$ cat src/rtl/ps2_pkg.sv
// rtl/ps2_pkg.sv - shared state encoding and frame constants for the PS/2 receiver
package ps2_pkg;

    typedef enum logic [1:0] {
        ST_IDLE   = 2'd0,
        ST_DATA   = 2'd1,
        ST_PARITY = 2'd2,
        ST_STOP   = 2'd3
    } rx_state_t;

    localparam logic START_BIT  = 1'b0;
    localparam logic STOP_BIT   = 1'b1;
    // XOR over data plus parity bit must equal this for a good frame
    localparam logic PARITY_ODD = 1'b1;

    localparam int DEFAULT_TIMEOUT_CYCLES = 2000;

endpackage

$ cat src/rtl/ps2_rx_fifo.sv
// rtl/ps2_rx_fifo.sv - synchronous receive FIFO with registered head output
module ps2_rx_fifo #(
    parameter int WIDTH = 8,
    parameter int DEPTH = 4
) (
    input  logic                     clk,
    input  logic                     rst_n,
    input  logic                     push,
    input  logic [WIDTH-1:0]         din,
    input  logic                     pop,
    output logic [WIDTH-1:0]         head,
    output logic [$clog2(DEPTH):0]   count,
    output logic                     full
);

    localparam int AW = $clog2(DEPTH);
    localparam int CW = AW + 1;

    logic [WIDTH-1:0] mem [DEPTH];
    logic [AW-1:0]    wr_ptr;
    logic [AW-1:0]    rd_ptr;
    logic [AW-1:0]    rd_next;
    logic [CW-1:0]    remain;
    logic             do_push;
    logic             do_pop;

    assign full    = (count == CW'(DEPTH));
    assign do_pop  = pop && (count != '0);
    assign do_push = push && (!full || do_pop);
    assign rd_next = rd_ptr + AW'(do_pop);
    assign remain  = count - CW'(do_pop);

    always_ff @(posedge clk) begin
        if (do_push) begin
            mem[wr_ptr] <= din;
        end
    end

    // Head is registered: a push into an otherwise empty queue bypasses the array
    always_ff @(posedge clk) begin
        if (!rst_n) begin
            wr_ptr <= '0;
            rd_ptr <= '0;
            count  <= '0;
            head   <= '0;
        end else begin
            wr_ptr <= wr_ptr + AW'(do_push);
            rd_ptr <= rd_next;
            count  <= count + CW'(do_push) - CW'(do_pop);
            if (do_push && remain == '0) begin
                head <= din;
            end else begin
                head <= mem[rd_next];
            end
        end
    end

endmodule

$ cat src/rtl/ps2_frame_receiver.sv
// rtl/ps2_frame_receiver.sv - PS/2 frame receiver with parity/framing checks and receive FIFO
// Optional receive watchdog built when PS2_RX_TIMEOUT_EN is defined.
module ps2_frame_receiver
    import ps2_pkg::*;
#(
    parameter int DATA_BITS      = 8,
    parameter int FIFO_DEPTH     = 4,
    parameter int TIMEOUT_CYCLES = DEFAULT_TIMEOUT_CYCLES
) (
    input  logic                          clk,
    input  logic                          rst_n,
    input  logic                          enable,
    input  logic                          ps2_clk_edge,
    input  logic                          ps2_data,
    output logic [DATA_BITS-1:0]          rx_data,
    output logic                          rx_valid,
    input  logic                          rx_ready,
    output logic [$clog2(FIFO_DEPTH):0]   fifo_count,
    output logic                          parity_err,
    output logic                          frame_err,
    output logic                          timeout_err,
    output logic                          overflow,
    input  logic                          err_clr
);

    localparam int CNT_W = $clog2(DATA_BITS + 1);

    rx_state_t            state;
    logic [CNT_W-1:0]     bit_cnt;
    logic [DATA_BITS-1:0] shift;
    logic                 par_bit;
    logic                 parity_ok;
    logic                 push_req;
    logic                 pop;
    logic                 full;
    logic                 abort;

    assign parity_ok = ((^{shift, par_bit}) == PARITY_ODD);
    assign push_req  = (state == ST_STOP) && ps2_clk_edge && !abort &&
                       parity_ok && (ps2_data == STOP_BIT);
    assign rx_valid  = (fifo_count != '0);
    assign pop       = rx_valid && rx_ready;

`ifdef PS2_RX_TIMEOUT_EN
    localparam int WD_W = $clog2(TIMEOUT_CYCLES);

    logic [WD_W-1:0] wd;

    assign abort = (state != ST_IDLE) && (wd == WD_W'(TIMEOUT_CYCLES - 1));

    always_ff @(posedge clk) begin
        if (!rst_n) begin
            wd          <= '0;
            timeout_err <= 1'b0;
        end else begin
            timeout_err <= abort;
            if (abort || state == ST_IDLE || ps2_clk_edge) begin
                wd <= '0;
            end else begin
                wd <= wd + 1'b1;
            end
        end
    end
`else
    assign abort       = 1'b0;
    assign timeout_err = 1'b0;
`endif

    always_ff @(posedge clk) begin
        if (!rst_n) begin
            state      <= ST_IDLE;
            bit_cnt    <= '0;
            shift      <= '0;
            par_bit    <= 1'b0;
            parity_err <= 1'b0;
            frame_err  <= 1'b0;
        end else begin
            parity_err <= 1'b0;
            frame_err  <= 1'b0;
            if (abort) begin
                state   <= ST_IDLE;
                bit_cnt <= '0;
                shift   <= '0;
            end else if (ps2_clk_edge) begin
                case (state)
                    ST_IDLE: begin
                        if (ps2_data == START_BIT && enable) begin
                            state   <= ST_DATA;
                            bit_cnt <= '0;
                        end
                    end
                    ST_DATA: begin
                        // LSB arrives first, so bits enter at the top and walk down
                        shift <= (shift >> 1) | (DATA_BITS'(ps2_data) << (DATA_BITS - 1));
                        if (bit_cnt == CNT_W'(DATA_BITS - 1)) begin
                            state <= ST_PARITY;
                        end else begin
                            bit_cnt <= bit_cnt + 1'b1;
                        end
                    end
                    ST_PARITY: begin
                        par_bit <= ps2_data;
                        state   <= ST_STOP;
                    end
                    ST_STOP: begin
                        parity_err <= !parity_ok;
                        frame_err  <= (ps2_data != STOP_BIT);
                        state      <= ST_IDLE;
                        bit_cnt    <= '0;
                    end
                    default: state <= ST_IDLE;
                endcase
            end
        end
    end

    // A new overflow outranks a simultaneous clear
    always_ff @(posedge clk) begin
        if (!rst_n) begin
            overflow <= 1'b0;
        end else if (push_req && full && !pop) begin
            overflow <= 1'b1;
        end else if (err_clr) begin
            overflow <= 1'b0;
        end
    end

    ps2_rx_fifo #(
        .WIDTH (DATA_BITS),
        .DEPTH (FIFO_DEPTH)
    ) u_fifo (
        .clk   (clk),
        .rst_n (rst_n),
        .push  (push_req),
        .din   (shift),
        .pop   (pop),
        .head  (rx_data),
        .count (fifo_count),
        .full  (full)
    );

endmodule

$ cat config.mk
export PLATFORM = sky130hd
export DESIGN_NAME = ps2_frame_receiver
export DESIGN_NICKNAME = d
export VERILOG_FILES = /design/src/rtl/ps2_pkg.sv /design/src/rtl/ps2_rx_fifo.sv /design/src/rtl/ps2_frame_receiver.sv
export SDC_FILE = /design/constraint.sdc
export NUM_CORES = 1
export LEC_CHECK = 0
export CORE_UTILIZATION = 25
export CTS_BUF_LIST = sky130_fd_sc_hd__clkbuf_16
export DETAILED_ROUTE_END_ITERATION = 10
export PLACE_DENSITY = 0.52
export SLEW_MARGIN = 10
export SYNTH_ARGS = -nofsm -noshare
export SYNTH_HDL_FRONTEND = slang
export SYNTH_HIERARCHICAL = 1
export SYNTH_SLANG_ARGS = --single-unit
$ cat constraint.sdc
create_clock -name clk -period 3.83 [get_ports clk]
set_input_delay 0.766 -clock clk [delete_from_list [all_inputs] [get_ports clk]]
set_output_delay 0.766 -clock clk [all_outputs]
set_load 0.1 [all_outputs]
After elaboration in Yosys (flattened, before gate mapping)
Memories as Yosys holds them, arrays and structs flattened.
Cells that the tools add are included.
{"block": "op_classes", "addsub": 6, "n_eq_ne": 8, "mux": 11, "bitwise_logic": 2, "reduce_logical": 25}
{"op": "$pmux W4 S3", "count": 1}
{"op": "$logic_and A1 B1 Y1", "count": 10}
{"op": "$reduce_xor A9 Y1", "count": 1}
{"op": "$mux W4", "count": 2}
{"op": "$mux W8", "count": 1}
{"op": "$or A7 B8 Y8", "count": 1}
{"op": "$pmux W2 S4", "count": 1}
{"op": "$ne A2 B2 Y1 const B", "count": 3}
{"op": "$reduce_and A3 Y1", "count": 2}
{"op": "$reduce_bool A3 Y1", "count": 2}
{"op": "$sub A3 B1 Y3", "count": 2}
{"op": "$add A2 B1 Y2", "count": 2}
{"op": "$add A4 B1 Y4 const B", "count": 1}
{"op": "$eq A2 B2 Y1 const B", "count": 2}
{"op": "$eq A4 B3 Y1 const B", "count": 1}
{"op": "$mux W1", "count": 4}
{"op": "$mux W2", "count": 2}
{"op": "$reduce_and A2 Y1", "count": 2}
{"op": "$reduce_and A4 Y1", "count": 1}
{"op": "$add A3 B1 Y3", "count": 1}
{"op": "$eq A3 B3 Y1 const B", "count": 1}
{"op": "$logic_not A1 Y1", "count": 3}
{"op": "$logic_not A3 Y1", "count": 1}
{"op": "$eq A2 B1 Y1 const B", "count": 1}
{"op": "other kinds (4)", "count": 4}
{"block": "totals", "ff_bits": 33, "ramBits": 32, "output_inout_bits": 16, "elab_cells": 64, "mem_count": 1}
{"memory": "u_fifo.mem", "words": 4, "width": 8, "rd": 1, "rd_clocked_by_memory_dff": 0, "write_ports": 1, "line_no": "ps2_rx_fifo.sv:19", "text": "logic [WIDTH-1:0] mem [DEPTH];"}

Longest topological paths before layout
Gate-level depths: netlist of run 1.
{"block": "depth", "depth_word": 7, "depth_mapped": 13, "mapped_depth_nobuf": 13}

Cells and area by module
Netlist of run 1, hierarchy kept.
{"module": "ps2_rx_fifo", "instances": 1, "cells_each": 128, "area_each_um2": 1894.3, "seq_area_each_um2": 1261.2}
{"module": "ps2_frame_receiver", "instances": 1, "cells_each": 109, "area_each_um2": 929.6, "seq_area_each_um2": 360.3}

Worst setup path after synthesis of run 1
No wires, ideal clock.
{"block": "synth_timing", "path_kind": "flip-flop to flip-flop", "from": "register u_fifo.count[1]", "to": "register u_fifo.count[2]", "arrival_time_ns": 3.250, "required_ns": 3.752, "slack_ns": 0.502, "path_stages_with_launch": 13, "path_buffers": 0, "path_cell_list": "dfxtp_1 -> or3_4 -> and2_4 -> or4b_4 -> nand2_1 -> inv_1 -> a21o_1 -> ha_1 -> inv_1 -> fa_1 -> xor2_1 -> and2_2 -> nor3_1"}
{"block": "synth_via", "elab_chain_len": 7, "word_cells_on_any_way": 9}
{"item": "from (decl)", "line_no": "ps2_rx_fifo.sv:12", "text": "output logic [$clog2(DEPTH):0] count,"}
{"item": "from (signal assigned)", "line_no": "ps2_rx_fifo.sv:49", "text": "count <= count + CW'(do_push) - CW'(do_pop);"}
{"item": "$reduce_bool A3 Y1 *", "line_no": "ps2_frame_receiver.sv:41", "text": "assign rx_valid = (fifo_count != '0);"}
{"item": "via rx_valid", "line_no": "ps2_frame_receiver.sv:16", "text": "output logic rx_valid,"}
{"item": "$logic_and A1 B1 Y1 *", "line_no": "ps2_frame_receiver.sv:42", "text": "assign pop = rx_valid && rx_ready;"}
{"item": "via pop", "line_no": "ps2_frame_receiver.sv:34", "text": "logic pop;"}
{"item": "$logic_and A1 B1 Y1 *", "line_no": "ps2_rx_fifo.sv:28", "text": "assign do_pop = pop && (count != '0);"}
{"item": "$logic_or A1 B1 Y1", "line_no": "ps2_rx_fifo.sv:29", "text": "assign do_push = push && (!full || do_pop);"}
{"item": "$logic_and A1 B1 Y1", "line_no": "ps2_rx_fifo.sv:29"}
{"item": "$add A3 B1 Y3", "line_no": "ps2_rx_fifo.sv:49"}
{"item": "$sub A3 B1 Y3 *", "line_no": "ps2_rx_fifo.sv:49"}
Mark *: on every way through the listed nets, which the timed path passes. The rest lies on a longest branch.
A chain may end at the register's enable or synchronous reset.

Worst setup path after layout of run 1
{"block": "layout_timing", "from": "register shift[6]", "to": "register u_fifo.count[2]"}
{"block": "layout_via", "elab_chain_len": 6}
{"item": "from (decl)", "line_no": "ps2_frame_receiver.sv:30", "text": "logic [DATA_BITS-1:0] shift;"}
{"item": "from (signal assigned)", "line_no": "ps2_frame_receiver.sv:94", "text": "shift <= (shift >> 1) | (DATA_BITS'(ps2_data) << (DATA_BITS - 1));"}
{"item": "$reduce_xor A9 Y1", "line_no": "ps2_frame_receiver.sv:38", "text": "assign parity_ok = ((^{shift, par_bit}) == PARITY_ODD);"}
{"item": "$logic_and A1 B1 Y1", "line_no": "ps2_frame_receiver.sv:39", "text": "assign push_req = (state == ST_STOP) && ps2_clk_edge && !abort &&"}
{"item": "$logic_and A1 B1 Y1", "line_no": "ps2_frame_receiver.sv:40", "text": "parity_ok && (ps2_data == STOP_BIT);"}
{"item": "via push_req", "line_no": "ps2_frame_receiver.sv:33", "text": "logic push_req;"}
{"item": "$logic_and A1 B1 Y1", "line_no": "ps2_rx_fifo.sv:29"}
{"item": "$add A3 B1 Y3", "line_no": "ps2_rx_fifo.sv:49"}
{"item": "$sub A3 B1 Y3", "line_no": "ps2_rx_fifo.sv:49"}
The timed path passes the listed nets, and every way through them passes these cells.

==> reports/metrics.yaml, run 1 <==
clock_skew_ns: 0.00718
synthTopCellsByArea: "edfxtp_1 34%, dfxtp_1 23%, mux2i_1 6.0%"
worst_slack_ns: 0.739
rsz0062_at_grt: "no"
row_count: 38
power_leakage_nw: 1.27
drv_cap: 0
min_delay_path_depth: 2
drtIter0Drc: 43
worst_slew_pin_slew_ns: 0.968
async_flop_share_pct: 0
cts_tree: "done"
synth_cell_types: 50
ant_nets: 0
grtUsageTotal_pct: 10.4
setup_viol: 0
wl_per_cell_um: 13.4
cp_num_buf_inv: 2
yosys.cell_count.top_type: "dfxtp_1"
path_max_fanout: 8
cp.required_ns: 4.07
n_antenna_cell: 0
final_hold_viol_count: 0
cts_buffers: 9
core_area_um2: 10900
multi_input_area_um2: 1110
ir_drop_v: 0.000196
regArea_um2: 1620
ctsResizeCount: 0
synthesis.nets: 254
grt_pass1_wl_um: 8960
crit_slowest_cell: "dfxtp_1"
via_per_inst: 4.41
synth_edf_count: 32
arrival_ns: 3.33
hpwl_um: 3650
place_congestion: 0.730
post-route-period-util_pct: 80.7
ys_seq_area_share_pct: 57.4
outcome: "finished, final reports clean"
start_util_pct: 25.8
ys_warn_count: 6
crit_cells: 13
end_kind: "flip-flop"
cp_slowest_stage_delay_ns: 0.50
area_growth_pct: 26.1
crit_chain: "xor2_1 > xnor3_1 > xnor2_1 > nor2_1 > nand2_1 > inv_1 > a21o_1 > ha_1 > inv_1 > fa_1 > xor2_1 > and2_2 > nor3_1"
netlist_instances: 237
fin_setup_tns_ns: 0
post_cts_buffers: 0
hold_path_class: "flip-flop to flip-flop"
final_nets: 286
dieArea_um2: 11700
place_ws_ns: 0.611
fp.dieW_um: 108
reg2reg_depth: 13
die_y_um: 108
powerDensity_nw_per_um2: 491
gr-total-overflow: 0
fillers: 1143
start_kind: "flip-flop"
slew_headroom_pct: 35.2
cts_root_buffer: "clkbuf_16"
slew_violations: 0
yosys.area.top_type: "edfxtp_1"
synthFlopType: "dfxtp_1"
clk_latency_ns: 0.32
portBuffers: 21
h-tree-depth: 3
cts-hold-fix-buffers: 0
clock-sinks: 65
synth_common_cells: "33 x dfxtp_1, 32 x edfxtp_1, 24 x nand2_1"
final_util_pct: 32.6
grt_max_degree: 18
path_class: "flip-flop to flip-flop"
avgSynthCellArea_um2: 11.9
clkTransAtPathRegs_ns: 0.05
route.detailed.drc: 0
grt_pass1_vias: 1713
wirelength_um: 5560
antenna_found_initial: 0
min_period_ns: 3.09
ys_ff_latch: 65
synth_top_area_share_pct: 34.0
first_pass_iters: 4
io_pins: 23
path_delay_family: "XOR/XNOR gates"
drive_gt1_share_pct: 14.6
max_freq_mhz: 324
num_vias: 1827
clockBufferDepth: 2
synth_area_um2: 2820
-- per-layer routing --
layer  vias up  global-route usage, %  share of wire [%]
li1        919                      -                  -
met1       869                   13.6                 48
met2        33                   15.7                 46
met3         6                   4.16                4.9
met4         0                   2.90                1.2
met5         -                      0                  0
-- power by group --
| part | total (mW) | switching, mW | leakage (nW) | internal, mW |
|---|---|---|---|---|
| Sequential | 0.733 | 0.00374 | 0.554 | 0.729 |
| Clock | 0.930 | 0.294 | 0.170 | 0.636 |
| Combinational | 0.0849 | 0.0589 | 0.549 | 0.0260 |
| Total | 1.75 | 0.357 | 1.27 | 1.39 |
-- worst reg2reg max path, delay by kind of cell, from the launching register on --
kind | cells | cell delay, ns
AND/OR/NAND/NOR | 4 | 0.77
XOR/XNOR | 4 | 0.97
adder cells (fa/ha/maj) | 2 | 0.50
AO/OA/AOI/OAI | 1 | 0.12
flip-flops | 1 | 0.50
buffers and inverters | 2 | 0.16
-- layout by cell type (no fill, tap or decap), types with 2 or more instances in the layout --
master / Yosys / layout
a21oi_1: 12 / 12
and2_1: 3 / 3
and3_1: 2 / 2
buf_4: 2 / 7
bufinv_16: 0 / 3
clkbuf_16: 0 / 9
clkdlybuf4s50_1: 0 / 21
clkinv_2: 0 / 2
dfxtp_1: 33 / 33
edfxtp_1: 32 / 32
ha_1: 9 / 9
inv_1: 12 / 12
mux2_2: 8 / 8
mux2i_1: 17 / 17
nand2_1: 24 / 24
nand3_1: 12 / 12
nor2_1: 13 / 13
nor2b_1: 2 / 2
nor3_1: 2 / 2
nor3b_1: 2 / 2
o221a_2: 2 / 2
o22ai_1: 8 / 8
xnor2_1: 7 / 7
xor2_1: 3 / 3
-- state kept, by name, indices dropped and copies added (netlist names) --
register,flops
state,2
overflow,1
shift,8
u_fifo/count,3
par_bit,1
u_fifo/rd_ptr,2
parity_err,1
u_fifo/wr_ptr,2
u_fifo/head,8
bit_cnt,4
frame_err,1
u_fifo/mem,32
-- path summary, 6_finish.rpt --
path	end	from	slack, ns
worst max-delay path	u_fifo/count[2]	shift[6]	0.74
worst min-delay path	par_bit	par_bit	0.47
worst max register to register	u_fifo/count[2]	shift[6]	0.74
worst min register to register	par_bit	par_bit	0.47
-- area by class of cell --
class,count,share of cell area (%)
clock buffers,9,6.32
clock inverters,7,3.30
inverters,12,1.26
repair buffers,28,7.38
well taps,140,4.92
flip-flops and latches,65,45.5
multi-input cells,153,31.3
-- cell families after synthesis --
logic type / count (synthesis) / share of synthesized area (%)
AOI/OAI and AO/OA: 32 / 7.89
xor gates and xnor gates: 11 / 3.90
adders and majority gates: 10 / 4.70
buffers and inverters: 19 / 3.10
DFF: 65 / 57.4
muxes: 25 / 9.22
other: 1 / 0.133
and+or+nand+nor: 74 / 13.6
-- per-stage QoR --
stage	power, mW	std cells	instance area (um^2)	hold slack, ns
finish	1.75	414	3560	0.471
global route	1.81	414	3560	0.487
CTS	1.77	414	3560	0.474
detailed placement	0.832	398	3220	0.466
global placement	0.832	398	3220	0.461
floorplan	0.808	237	2820	0.444
(Power assumes the default switching activity.)
==> run 2: changes to the inputs <==
clock period = 3.2 ns   (was 3.83 ns; I/O delays follow)
==> run 2 against run 1 <==
Via count up 1.9%; worst setup slack worse by 0.40 ns; combinational power up 21%; critical path type unchanged; largest cell class unchanged; clock skew down 0.00099 ns; highest routed layer unchanged; cell count up 1.2%; largest power group unchanged; sequential cell count unchanged; critical endpoint unchanged; sequential power up 20%.
==> reports/metrics.yaml, run 2 (synthesized netlist as in run 1, its figures left out) <==
grt_max_degree: 18
crit_chain: "xor2_1 > xnor3_1 > xnor2_1 > nor2_2 > nand2_1 > inv_1 > a21o_1 > ha_1 > inv_1 > fa_1 > xor2_1 > and2_2 > nor3_1"
core_area_um2: 10900
arrival_ns: 3.11
antenna_found_initial: 0
final_cell_area_um2: 3540
reg.largest.list: "u_fifo/mem (32), shift (8), u_fifo/head (8)"
min_period_ns: 2.86
hpwl_um: 3770
cts-hold-fix-buffers: 0
rsz0062_at_grt: "no"
final_hold_viol_count: 0
final_cell_mix: "32 x edfxtp_1, 30 x dfxtp_1, 27 x buf_4, 24 x nand2_1, 17 x mux2i_1"
fillers: 1128
area_growth_pct: 25.2
first_pass_iters: 6
intPower_mw: 1.58
cts_tree: "done"
placed_cells: 403
grt_pass1_vias: 1793
grtUsageTotal_pct: 10.5
largest_reg_flops: 32
final_util_pct: 32.3
cts_root_buffer: "clkbuf_16"
final_nets: 291
wl_per_cell_um: 13.4
ir_drop_v: 0.000267
io_pins: 23
fin_cells: 419
cp.required_ns: 3.44
clock-sinks: 65
wirelength_um: 5600
dpl_cell_area_um2: 3220
start_kind: "flip-flop"
end_kind: "flip-flop"
die_y_um: 108
h-tree-depth: 3
fin_setup_tns_ns: 0
grt_pass1_wl_um: 9080
route.detailed.drc: 0
clk_latency_ns: 0.32
post-route-period-util_pct: 89.5
start_util_pct: 25.8
place_ws_ns: 0.173
drtIter0Drc: 86
pwr-share-seq_pct: 43.9
row_count: 38
portBuffers: 21
mostFrequentLayoutCell: "edfxtp_1"
switching_share_pct: 21.0
clock_skew_ns: 0.00619
place_congestion: 0.776
hold_path_class: "flip-flop to flip-flop"
powerDensity_nw_per_um2: 565
power_leakage_nw: 1.31
combPwrFrac_pct: 5.1
worst_slew_pin_slew_ns: 0.532
clkTransAtPathRegs_ns: 0.05
setup_viol: 0
top_register: "u_fifo/mem"
num_vias: 1862
ant_nets: 0
slew_headroom_pct: 64.6
drive_gt1_share_pct: 21.9
post_cts_buffers: 0
clockBufferDepth: 2
gr-total-overflow: 0
drv_cap: 0
path_max_fanout: 8
cts_buffers: 9
outcome: "finished, final reports clean"
slew_violations: 0
max_freq_mhz: 349
via_per_inst: 4.44
p_clk_share_pct: 50.9
path_class: "flip-flop to flip-flop"
switching_power_mw: 0.419
fp.dieW_um: 108
n_antenna_cell: 0
worst_slack_ns: 0.335
dieArea_um2: 11700
cp_num_buf_inv: 2
path_delay_family: "XOR/XNOR gates"
cp_slowest_stage_delay_ns: 0.46
crit_slowest_cell: "dfxtp_1"
-- run 2: changes by cell type in the layout (fill, tap and decap cells not counted), moves of 2 or more --
| cell | change |
|---|---|
| buf_4 | +20 |
| clkinv_1 | +2 |
| dfxtp_1 | -3 |
| clkdlybuf4s50_1 | -15 |
| dfxtp_2 | +3 |
-- run 2: tightest hold or removal path: cells and delay by family (launching register included) --
family | cells | cell delay (ns)
compound gates | 1 | 0.05
simple gates | 1 | 0.05
flops | 1 | 0.32
-- run 2: worst paths after layout --
check                 from               to  slack, ns  cells after the start
setup / recovery  shift[6]  u_fifo/count[2]       0.34                     13
hold reg to reg    par_bit          par_bit       0.48                      2
hold / removal     par_bit          par_bit       0.48                      2
setup reg to reg  shift[6]  u_fifo/count[2]       0.34                     13
-- run 2: per-stage QoR --
step	hold WS, ns	power (mW)
floorplan	0.444	0.967
global route	0.497	2.07
CTS	0.478	2.02
global placement	0.460	0.997
detailed placement	0.471	0.997
finish	0.475	2.00
-- run 2: final cells by class --
type / count / area, um^2 / share of cell area [%]
clock buffer: 9 / 225 / 6.37
sequential: 65 / 1630 / 46.0
timing repair buffer: 33 / 263 / 7.43
inverter: 12 / 45.0 / 1.27
clock inverter: 7 / 85.1 / 2.41
tap: 140 / 175 / 4.95
multi-input combinational: 153 / 1120 / 31.6
-- run 2: power groups by stage --
stage,combinational (mW),clock (mW),sequential [mW]
2_1_floorplan,0.0500,0,0.917
3_3_place_gp,0.103,0,0.894
3_5_place_dp,0.103,0,0.894
4_1_cts,0.103,1.04,0.877
5_1_grt,0.112,1.08,0.877
6_report,0.103,1.02,0.877
-- run 2: what timing repair did --
item,4_1_cts,5_1_grt
setup endpoints to repair,0,1
resized for setup,0,1
endpoints found under the hold margin,0,0
-- run 2: routing by layer --
metal,track usage (%),wire length (um),vias to the layer above
met5,0,0,-
met3,4.04,242,5
met2,17.2,2620,24
met1,12.7,2670,904
li1,-,-,929
met4,2.90,61,0
==> run 3: changes to the inputs <==
ABC_AREA = 1   (was not set)
SETUP_SLACK_MARGIN = 0.02   (was not set)
==> run 3 against run 2 <==
The run now ends with DRC left; cell count increased by 29%; hold slack got worse by 0.0043 ns; clock skew increased by 0.0024 ns; critical endpoint is now u_fifo/head[1]; largest cell class unchanged.
==> reports/metrics.yaml, run 3 <==
yosys.area.top_type: "edfxtp_1"
setup_viol: 0
path_delay_family: "buffers and inverters"
synth_common_cells: "126 x nand2_1, 49 x inv_1, 33 x dfxtp_1"
synth_top_area_share_pct: 31.7
worst_slew_pin_slew_ns: 0.545
hold_path_class: "flip-flop to flip-flop"
crit_slowest_cell: "ha_1"
arrival_ns: 2.99
first_pass_iters: 9
cts_buffers: 9
placed_cells: 526
cp_slowest_stage_delay_ns: 0.51
final_hold_viol_count: 0
core_area_um2: 11600
synthesis.nets: 380
cts_tree: "done"
start_kind: "primary input"
grt_pass1_wl_um: 10100
drtIter0Drc: 117
clkTransAtPathRegs_ns: 0.06
io_pins: 23
final_cell_mix: "126 x nand2_1, 51 x inv_1, 33 x dfxtp_1, 32 x edfxtp_1, 28 x nor2_1"
grt_max_degree: 17
synth_edf_count: 32
post_cts_buffers: 0
die_y_um: 112
path_common_cell: "nand2_1"
clock-sinks: 65
fp.dieW_um: 112
post-route-period-util_pct: 85.3
mostFrequentLayoutCell: "nand2_1"
cts-hold-fix-buffers: 0
clockBufferDepth: 2
wl_per_cell_um: 10.8
holdWs_ns: 0.471
h-tree-depth: 3
cts_root_buffer: "clkbuf_16"
outcome: "finished, violations left"
min_period_ns: 2.73
hpwl_um: 4100
ys_seq_area_share_pct: 53.5
final_util_pct: 31.3
yosys.cell_count.top_type: "nand2_1"
ys_warn_count: 6
ys_ff_latch: 65
violations: "DRC"
async_flop_share_pct: 0
powerDensity_nw_per_um2: 538
synthTopCellsByArea: "edfxtp_1 32%, dfxtp_1 22%, nand2_1 16%"
num_vias: 2248
wirelength_um: 5840
n_antenna_cell: 0
reg.largest.list: "u_fifo/mem (32), shift (8), u_fifo/head (8)"
final_nets: 411
netlist_instances: 363
start_util_pct: 26.1
slew_headroom_pct: 63.7
top_register: "u_fifo/mem"
antenna_found_initial: 0
grt_pass1_vias: 2123
via_per_inst: 4.15
max_freq_mhz: 366
path_class: "primary input to flip-flop"
rsz0062_at_grt: "no"
synth_cell_types: 33
synth_area_um2: 3030
power_leakage_nw: 1.61
drive_gt1_share_pct: 15.5
row_count: 39
clk_latency_ns: 0.32
portBuffers: 21
ir_drop_v: 0.000226
dieArea_um2: 12600
drv_cap: 0
fin_setup_tns_ns: 0
gr-total-overflow: 0
ant_nets: 0
fin_cells: 542
cp_num_buf_inv: 4
clock_skew_ns: 0.00862
cp.required_ns: 3.46
place_congestion: 0.761
largest_reg_flops: 32
grtUsageTotal_pct: 10.2
power_mw: 1.95
area_growth_pct: 19.9
path_max_fanout: 16
avgSynthCellArea_um2: 8.35
slew_violations: 0
route.detailed.drc: 1
ctsResizeCount: 0
synthFlopType: "dfxtp_1"
crit_chain: "clkdlybuf4s50_1 > a21boi_0 > inv_1 > a21oi_1 > ha_1 > inv_4 > nand2_1 > nand2_1 > nand2_1 > nand2_1 > inv_1 > nand2_1 > nand2_1 > nor2_1"
end_kind: "flip-flop"
-- run 3: cell types whose count changed in the layout (fill, tap and decap cells not counted), sizes merged, moves of 3 or more --
cell,previous run,this run
nand2,24,135
inv,14,54
nor2,13,37
mux2i,17,0
o21ai,2,17
mux2,8,0
o22ai,8,0
xnor2,7,1
and2,5,0
buf,27,22
a21oi,12,16
nand3,12,8
nor3,2,5
-- run 3: worst paths after layout --
check / startpoint / end / slack (ns) / cells after the start
worst max-delay path: rx_ready / u_fifo/head[1] / 0.47 / 14
worst min-delay path: overflow / overflow / 0.47 / 2
worst min register to register: overflow / overflow / 0.47 / 2
worst max register to register: shift[1] / u_fifo/count[2] / 0.64 / 16
-- run 3: logic make-up (layout without fill, tap and decap cells) --
kind of cell	after synthesis	in the layout	share of synthesized area, %
adder cells (fa/ha/maj)	10	10	4.37
buffers and inverters	60	96	8.75
AND/OR/NAND/NOR	189	189	26.3
flip-flops	65	65	53.5
AO/OA/AOI/OAI	36	36	6.40
other	1	1	0.124
XOR/XNOR	2	2	0.578
-- run 3: cell type report --
| cell class | count | area (um^2) |
|---|---|---|
| clock inverter | 7 | 41.3 |
| timing repair buffer | 28 | 225 |
| inverter | 52 | 198 |
| tap | 143 | 179 |
| multi-input combinational | 238 | 1140 |
| clock buffer | 9 | 225 |
| fill | 1219 | 7980 |
| sequential | 65 | 1620 |
-- run 3: power by group --
| part | switching [mW] | total (mW) | leakage (nW) | internal (mW) |
|---|---|---|---|---|
| Combinational | 0.113 | 0.168 | 0.906 | 0.0552 |
| Clock | 0.346 | 0.861 | 0.134 | 0.516 |
| Sequential | 0.0277 | 0.925 | 0.567 | 0.897 |
-- run 3: tightest hold or removal path, delay by kind of cell, from the launching register on --
family	cells	cell delay [ns]
AO/OA/AOI/OAI	1	0.05
flip-flops	1	0.31
AND/OR/NAND/NOR	1	0.06
-- run 3: per-layer routing --
layer	track usage, %	wire [um]	vias to the layer above
li1	-	-	1199
met1	12.3	2830	993
met2	16.5	2610	44
met3	3.29	246	12
met4	4.53	153	0
met5	0	0	-
-- run 3: metrics by stage --
step	worst slack [ns]	area, um^2
after detailed placement	0.133	3370
after CTS	0.465	3630
after global routing	0.0766	3630
after floorplan	0.395	3030
final	0.471	3630
after global placement	0.190	3370
